`src/rtl/temporal_mxu_gen.sv`:
```
// rtl/temporal_mxu_gen.sv - Temporal-unary matrix multiplier C = A x B with valid/ready result hold
//
// Purpose:
//   Multiplies unsigned matrix A (M x K) by unsigned matrix B (K x N). Each A
//   element is treated as a unary pulse train: in compute cycle c, B[k][j] is
//   added into acc[i][j] whenever c < A[i][k]. After L cycles every acc holds
//   the exact dot product. L is 2^BIT_WIDTH-1 or, with EARLY_EXIT, the largest
//   registered A element.
//
// Ports:
//   clk        rising-edge clock
//   reset      asynchronous active-high reset
//   start      begin a multiply (only honoured in IDLE)
//   A, B       operand matrices, captured together with start
//   busy       high while computing or holding a result
//   out        result matrix, converted to OUT_W bits (wrap or saturate)
//   out_valid  result available; held until out_ready
//   out_ready  consumer accepts the result
//   overflow   some element did not fit in OUT_W bits (qualified by out_valid)

module temporal_mxu_gen #(
    parameter int BIT_WIDTH  = 4,
    parameter int M          = 2,
    parameter int K          = 2,
    parameter int N          = 2,
    parameter int OUT_W      = 2 * BIT_WIDTH,
    parameter int SATURATE   = 0,
    parameter int EARLY_EXIT = 0
) (
    input  logic                                 clk,
    input  logic                                 reset,
    input  logic                                 start,
    input  logic [M-1:0][K-1:0][BIT_WIDTH-1:0]   A,
    input  logic [K-1:0][N-1:0][BIT_WIDTH-1:0]   B,
    output logic                                 busy,
    output logic [M-1:0][N-1:0][OUT_W-1:0]       out,
    output logic                                 out_valid,
    input  logic                                 out_ready,
    output logic                                 overflow
);

    localparam int ACC_W = 2 * BIT_WIDTH + $clog2(K);
    // One spare bit above the wider of acc/out so the range compare never wraps.
    localparam int CMP_W = ((ACC_W > OUT_W) ? ACC_W : OUT_W) + 1;
    localparam logic [CMP_W-1:0] OUT_MAX = {{(CMP_W - OUT_W){1'b0}}, {OUT_W{1'b1}}};

    typedef enum logic [1:0] {IDLE, COMPUTE, HOLD} state_t;

    state_t state;
    state_t state_next;

    logic [M-1:0][K-1:0][BIT_WIDTH-1:0] a_reg;
    logic [K-1:0][N-1:0][BIT_WIDTH-1:0] b_reg;
    logic [M-1:0][N-1:0][ACC_W-1:0]     acc;
    logic [M-1:0][N-1:0][ACC_W-1:0]     acc_next;
    logic [BIT_WIDTH-1:0]               c;
    logic [BIT_WIDTH-1:0]               len_reg;
    logic [BIT_WIDTH-1:0]               max_a;
    logic [BIT_WIDTH-1:0]               len_start;
    logic [M-1:0][N-1:0][OUT_W-1:0]     conv;
    logic [M*N-1:0]                     exceed;

    assign busy = (state != IDLE);

    // Compute length is decided from the live A input on the start edge, the
    // same values that get registered, so L=0 can skip COMPUTE entirely.
    always_comb begin
        max_a = '0;
        for (int i = 0; i < M; i++) begin
            for (int k = 0; k < K; k++) begin
                if (A[i][k] > max_a) max_a = A[i][k];
            end
        end
        len_start = (EARLY_EXIT != 0) ? max_a : {BIT_WIDTH{1'b1}};
    end

    // Unary-in-time A gates binary B into each accumulator.
    always_comb begin
        acc_next = acc;
        for (int i = 0; i < M; i++) begin
            for (int j = 0; j < N; j++) begin
                for (int k = 0; k < K; k++) begin
                    if (c < a_reg[i][k]) begin
                        acc_next[i][j] = acc_next[i][j] + ACC_W'(b_reg[k][j]);
                    end
                end
            end
        end
    end

    always_comb begin
        conv   = '0;
        exceed = '0;
        for (int i = 0; i < M; i++) begin
            for (int j = 0; j < N; j++) begin
                exceed[i*N+j] = (CMP_W'(acc[i][j]) > OUT_MAX);
                conv[i][j]    = (exceed[i*N+j] && (SATURATE != 0)) ? {OUT_W{1'b1}}
                                                                   : OUT_W'(CMP_W'(acc[i][j]));
            end
        end
    end

    always_ff @(posedge clk or posedge reset) begin
        if (reset) state <= IDLE;
        else       state <= state_next;
    end

    always_comb begin
        state_next = state;
        case (state)
            IDLE:    if (start) state_next = (len_start == '0) ? HOLD : COMPUTE;
            COMPUTE: if (c == len_reg - BIT_WIDTH'(1)) state_next = HOLD;
            HOLD:    if (out_valid && out_ready) state_next = IDLE;
            default: state_next = IDLE;
        endcase
    end

    // out_valid rises one edge after entering HOLD; that edge also latches the
    // converted result so the conversion logic sits off the accumulate path.
    always_ff @(posedge clk or posedge reset) begin
        if (reset) begin
            a_reg     <= '0;
            b_reg     <= '0;
            acc       <= '0;
            c         <= '0;
            len_reg   <= '0;
            out       <= '0;
            overflow  <= 1'b0;
            out_valid <= 1'b0;
        end else begin
            case (state)
                IDLE: begin
                    if (start) begin
                        a_reg   <= A;
                        b_reg   <= B;
                        acc     <= '0;
                        c       <= '0;
                        len_reg <= len_start;
                    end
                end
                COMPUTE: begin
                    acc <= acc_next;
                    c   <= c + BIT_WIDTH'(1);
                end
                HOLD: begin
                    if (!out_valid) begin
                        out_valid <= 1'b1;
                        out       <= conv;
                        overflow  <= |exceed;
                    end else if (out_ready) begin
                        out_valid <= 1'b0;
                    end
                end
                default: ;
            endcase
        end
    end

endmodule

```
`config.mk`:
```
export PLATFORM = sky130hd
export DESIGN_NAME = temporal_mxu_gen
export DESIGN_NICKNAME = d
export VERILOG_FILES = /design/src/rtl/temporal_mxu_gen.sv
export SDC_FILE = /design/constraint.sdc
export NUM_CORES = 1
export LEC_CHECK = 0
export ABC_AREA = 1
export BUFFER_PORTS_ARGS = -buffer_cell sky130_fd_sc_hd__buf_2
export CORE_ASPECT_RATIO = 0.8
export CORE_MARGIN = 2
export CORE_UTILIZATION = 40
export DETAILED_ROUTE_END_ITERATION = 8
export SLEW_MARGIN = 30
export SYNTH_ARGS = -nofsm -noshare
export SYNTH_HDL_FRONTEND = slang
export SYNTH_SLANG_ARGS = --single-unit
```
`constraint.sdc`:
```
create_clock -name clk -period 4 [get_ports clk]
set_input_delay 0.4 -clock clk [delete_from_list [all_inputs] [get_ports clk]]
set_output_delay 0.4 -clock clk [all_outputs]
set_load 0.02 [all_outputs]
```
[Word level (Yosys, flattened, before mapping)]
Cells that the tools add are included.
W data, S select, Z words.
Cells by class
  multiplexer cells: 18
  magnitude comparators: 8
  reduce and logical (&&, ||, !) cells: 9
  add/sub/neg operators: 10
  bitwise operators: 1
  equality and inequality tests: 6
Operators with widths (number)
  $add A9 B4 Y9: 8
  $mux W9: 8
  $pmux W36 S2: 1
  $gt A9 B8 Y1 const B: 4
  $mux W36: 1
  $lt A4 B4 Y1: 4
  $pmux W4 S2: 1
  $mux W2: 3
  $ne A2 B2 Y1 const B: 3
  $pmux W2 S3: 1
  $reduce_and A2 Y1: 3
  $add A4 B1 Y4 const B: 1
  $eq A4 B4 Y1: 1
  $mux W4: 1
  $reduce_bool A2 Y1: 2
  $reduce_or A4 Y1: 1
  $reduce_and A3 Y1: 1
  $sub A1 B2 Y3 const B: 1
  $eq A2 B1 Y1 const B: 1
  $eq A2 B2 Y1 const B: 1
  $logic_not A2 Y1: 1
  $mux W1: 2
  $logic_and A1 B1 Y1: 1
  $not A1 Y1: 1
Storage, ports and cells
  register bits after elaboration: 109
  input bits: 36

[Longest topological paths before layout]
  depth in word-level cells: 5
  gate-level depth with buffers: 21
  depth with buffers taken out: 20

[Worst setup path before layout]
OpenSTA, ideal clock, no wires.
  path kind: register to register
  from: reg c[3]
  to: reg acc[35] (netlist name)
  buffers on the path: 1
  path slack: 1.085 ns
  setup time: 0.117 ns
  clock period less this slack: 2.915 ns
  stages on the path, launching flop included: 18
  arrival: 2.798 ns
  cell sequence: dfrtp_1 > ha_1 > a21oi_2 > a21boi_4 > buf_4 > nand2_1 > o21ai_0 > ha_1 > inv_1 > fa_1 > nor2_1 > nor2_1 > nor2_1 > nand3_1 > nor2_1 > nand3_1 > nand3_1 > nand2_1
Between the ends
  cells in the longest elaborated chain, start to end: 5
Ends and longest elaborated chain
  start: declaration: RTL line 56  | logic [BIT_WIDTH-1:0] c;
  start signal: assignment: RTL line 143  | c <= c + BIT_WIDTH'(1);
  $lt A4 B4 Y1: RTL line 83  | if (c < a_reg[i][k]) begin
  $mux W9: RTL line 83
  $add A9 B4 Y9: RTL line 84  | acc_next[i][j] = acc_next[i][j] + ACC_W'(b_reg[k][j]);
  $mux W9 *: RTL line 83
  $pmux W36 S2 *: RTL line 131  | case (state)
  end signal: assignment: RTL line 142  | acc <= acc_next;
  end: declaration: RTL line 54  | logic [M-1:0][N-1:0][ACC_W-1:0] acc;
Every way passes the cells marked *; elsewhere a longest branch is shown, timed or not.
A chain may end at the register's enable or synchronous reset.

[Worst setup path after layout]
  from: reg c[3]
  to: reg acc[8] (netlist name)
The elaborated chain is that of the path after synthesis.

==> results.sh <==
export IMPL_status="complete, no violations"
export IMPL_cts_buffers=9
export IMPL_hp_class="in -> async"
export IMPL_postCtsSetupBuffers=0
export IMPL_cts_path_max_buffers=2
export IMPL_finClkSkew_ns=0.00822
export IMPL_worstPathArrival_ns=3.48
export IMPL_dieWidth_um=153
export IMPL_ys_async_sr_fraction=1.00
export IMPL_std_cell_rows=43
export IMPL_grt_pass1_wl_um=29600
export IMPL_routed_wl_um=17800
export IMPL_pin_count=71
export IMPL_grt_antenna_before_repair=0
export IMPL_avgSynthCellArea_um2=7.67
export IMPL_die_area_um2=18900
export IMPL_hold_ws_ns=0.195
export IMPL_drc=0
export IMPL_area_growth_pct=11.5
export IMPL_startpoint="c[3]"
export IMPL_r2r_end="acc[8]"
export IMPL_grt_pass1_vias=5655
export IMPL_postRouteAntennaNets=0
export IMPL_vias=6153
export IMPL_die_height_um=123
export IMPL_yosys_register_bits=109
export IMPL_finalHoldViolations=0
export IMPL_synthesis_nets=1023
export IMPL_ff2ff_path_depth=16
export IMPL_worstMarginPinSlew_ns=0.839
export IMPL_fin_crit_ns=3.22
export IMPL_synth_edf_count=0
export IMPL_worstReg2RegStart="c[3]"
export IMPL_gp_congestion=0.862
export IMPL_setup_viol=0
export IMPL_clk_latency_ns=0.36
export IMPL_initial_core_util=0.411
export IMPL_ctsHoldBuffers=0
export IMPL_portBuffers=70
export IMPL_placed_area_um2=7670
export IMPL_drv_cap=0
export IMPL_tns_ns=0
export IMPL_post_cts_resized=0
export IMPL_path_clk_slew_ns=0.07
export IMPL_place_worst_setup_slack_ns=0.777
export IMPL_syn_area_um2=7130
export IMPL_via_per_inst=5.05
export IMPL_synthCells=930
export IMPL_yosys_warnings=0
export IMPL_drive_above_1_share=0.155
export IMPL_largest_register_ffs=36
export IMPL_cp_max_fo=21
export IMPL_rsz0062_at_grt="false"
export IMPL_track_usage=0.198
export IMPL_core_um2=17400
export IMPL_regMostFlops="acc"
export IMPL_wl_per_cell_um=14.6
export IMPL_fin_area_um2=7950
export IMPL_reg2reg_setup_slack_ns=0.78
export IMPL_seq_area_frac_synth=0.382
export IMPL_worst_setup_path_type="reg -> reg"
export IMPL_drtIter0Drc=592
export IMPL_yosysUniqueCellTypes=37
export IMPL_diodes=0
export IMPL_cts_tree="built"
export IMPL_cts_root_buf="clkbuf_16"
export IMPL_finalNetCount=1083
export IMPL_layout_setup_ws_ns=0.775
export IMPL_period_share=0.806
export IMPL_cts_htree_levels=3
export IMPL_crit_required_ns=4.26
export IMPL_relSlewSlack=0.441
export IMPL_crit_path_end_kind="flop"
export IMPL_top_regs="acc: 36 flops, out: 32 flops"
export IMPL_ys_flop_type="dfrtp_1"
export IMPL_drv_slew=0
export IMPL_first_pass_iters=5
export IMPL_dp_hpwl_um=13100
export IMPL_grt_overflow_total=0
export IMPL_grt_start_max_net_pins=67
export IMPL_start_kind="flop"
export IMPL_cts_sinks=109
export IMPL_max_freq_mhz=310
cell usage after synthesis (5+ instances only):
library cell,n,area [µm²]
nand2_1,260,976
inv_1,114,428
dfrtp_1,109,2730
o21ai_0,80,400
nand3_1,64,320
nor2_1,56,210
ha_1,49,613
a21oi_1,35,175
o22ai_1,20,125
mux2_2,17,191
nand2_2,16,100
nand4_1,14,87.6
clkbuf_1,12,45.0
o21ai_1,11,55.1
fa_1,8,160
xnor2_1,8,70.1
a21oi_2,6,52.6
buf_1,5,18.8
nor3_1,5,25.0
routing by layer:
metal  global-route usage  vias to the layer above  share of wire
met3               0.0393                       12          0.040
li1                     -                     3155              -
met1                0.305                     2863           0.54
met5                    0                        -              0
met2                0.284                      123           0.41
met4               0.0475                        0          0.011
how the worst max path moves through the flow:
| stage | endpoint | slack (ns) | cells past startpoint |
|---|---|---|---|
| 5_1_grt | acc[17] | 0.47 | 17 |
| 6_report | acc[8] | 0.78 | 16 |
| 4_1_cts | acc[8] | 0.76 | 16 |
| 2_1_floorplan | a_reg[0] | 0.73 | 1 |
| 3_5_place_dp | acc[17] | 0.78 | 16 |
| 3_3_place_gp | acc[17] | 0.83 | 16 |
metrics by stage:
step | utilization | std cells
2_1_floorplan | - | 930
4_1_cts | 0.458 | 1219
3_3_place_gp | 0.442 | 1204
6_report | 0.458 | 1219
5_1_grt | 0.458 | 1219
3_5_place_dp | 0.442 | 1204
critical path: stages (launching register included):
cell      delay (ns)
dfrtp_1         0.44
ha_1            0.34
a21oi_2         0.26
a21boi_4        0.61
o21ai_2         0.11
ha_1            0.23
fa_1            0.39
nand2_1         0.08
inv_1           0.05
a21oi_1         0.15
nor2_1          0.08
nand3_2         0.10
nor2_4          0.05
nand3_1         0.06
nand2_1         0.05
nand3_1         0.06
nand2_1         0.05
cells by family (layout without fill, tap and decap cells):
family,Yosys count,count (layout),share of synthesized area
compound gates,164,164,0.130
simple gates,428,428,0.257
buf+inv,143,207,0.0812
xor+xnor,12,12,0.0147
flops,109,109,0.382
fa+ha+maj,57,57,0.108
mux,17,17,0.0268
layout make-up:
cell class                      count  area, µm²
Fill cell                        1756       9430
Clock inverter                      4       23.8
Tap cell                          225        282
Timing Repair Buffer               76        395
Multi-Input combinational cell    678       3830
Sequential cell                   109       2730
Clock buffer                       11        253
Inverter                          116        439
cells in the final DEF, fill, tap and decap left out, types with 2 or more instances in the layout:
cell type  instances
nor2_1            55
o21ai_0           80
ha_1              49
o21ai_2            4
mux2_2            17
nor3_1             5
nand2_1          259
clkbuf_8           2
nor2_2             5
fa_1               8
nand3_1           64
o211ai_1           3
a21oi_1           35
xnor2_1            8
inv_1            112
xor2_1             4
clkbuf_16          9
nand3_2            2
buf_4              6
dfrtp_1          109
nor2_4             2
a21boi_4           2
o22ai_1           20
buf_2             70
nand4_1           14
nand2_2           17
nand2_4            2
o21ai_1           11
a21oi_2            6
clkinv_2           4
inv_2              2
Power is not shown: default switching activity piles up to over one toggle a cycle in this logic, so the estimate is an artifact.
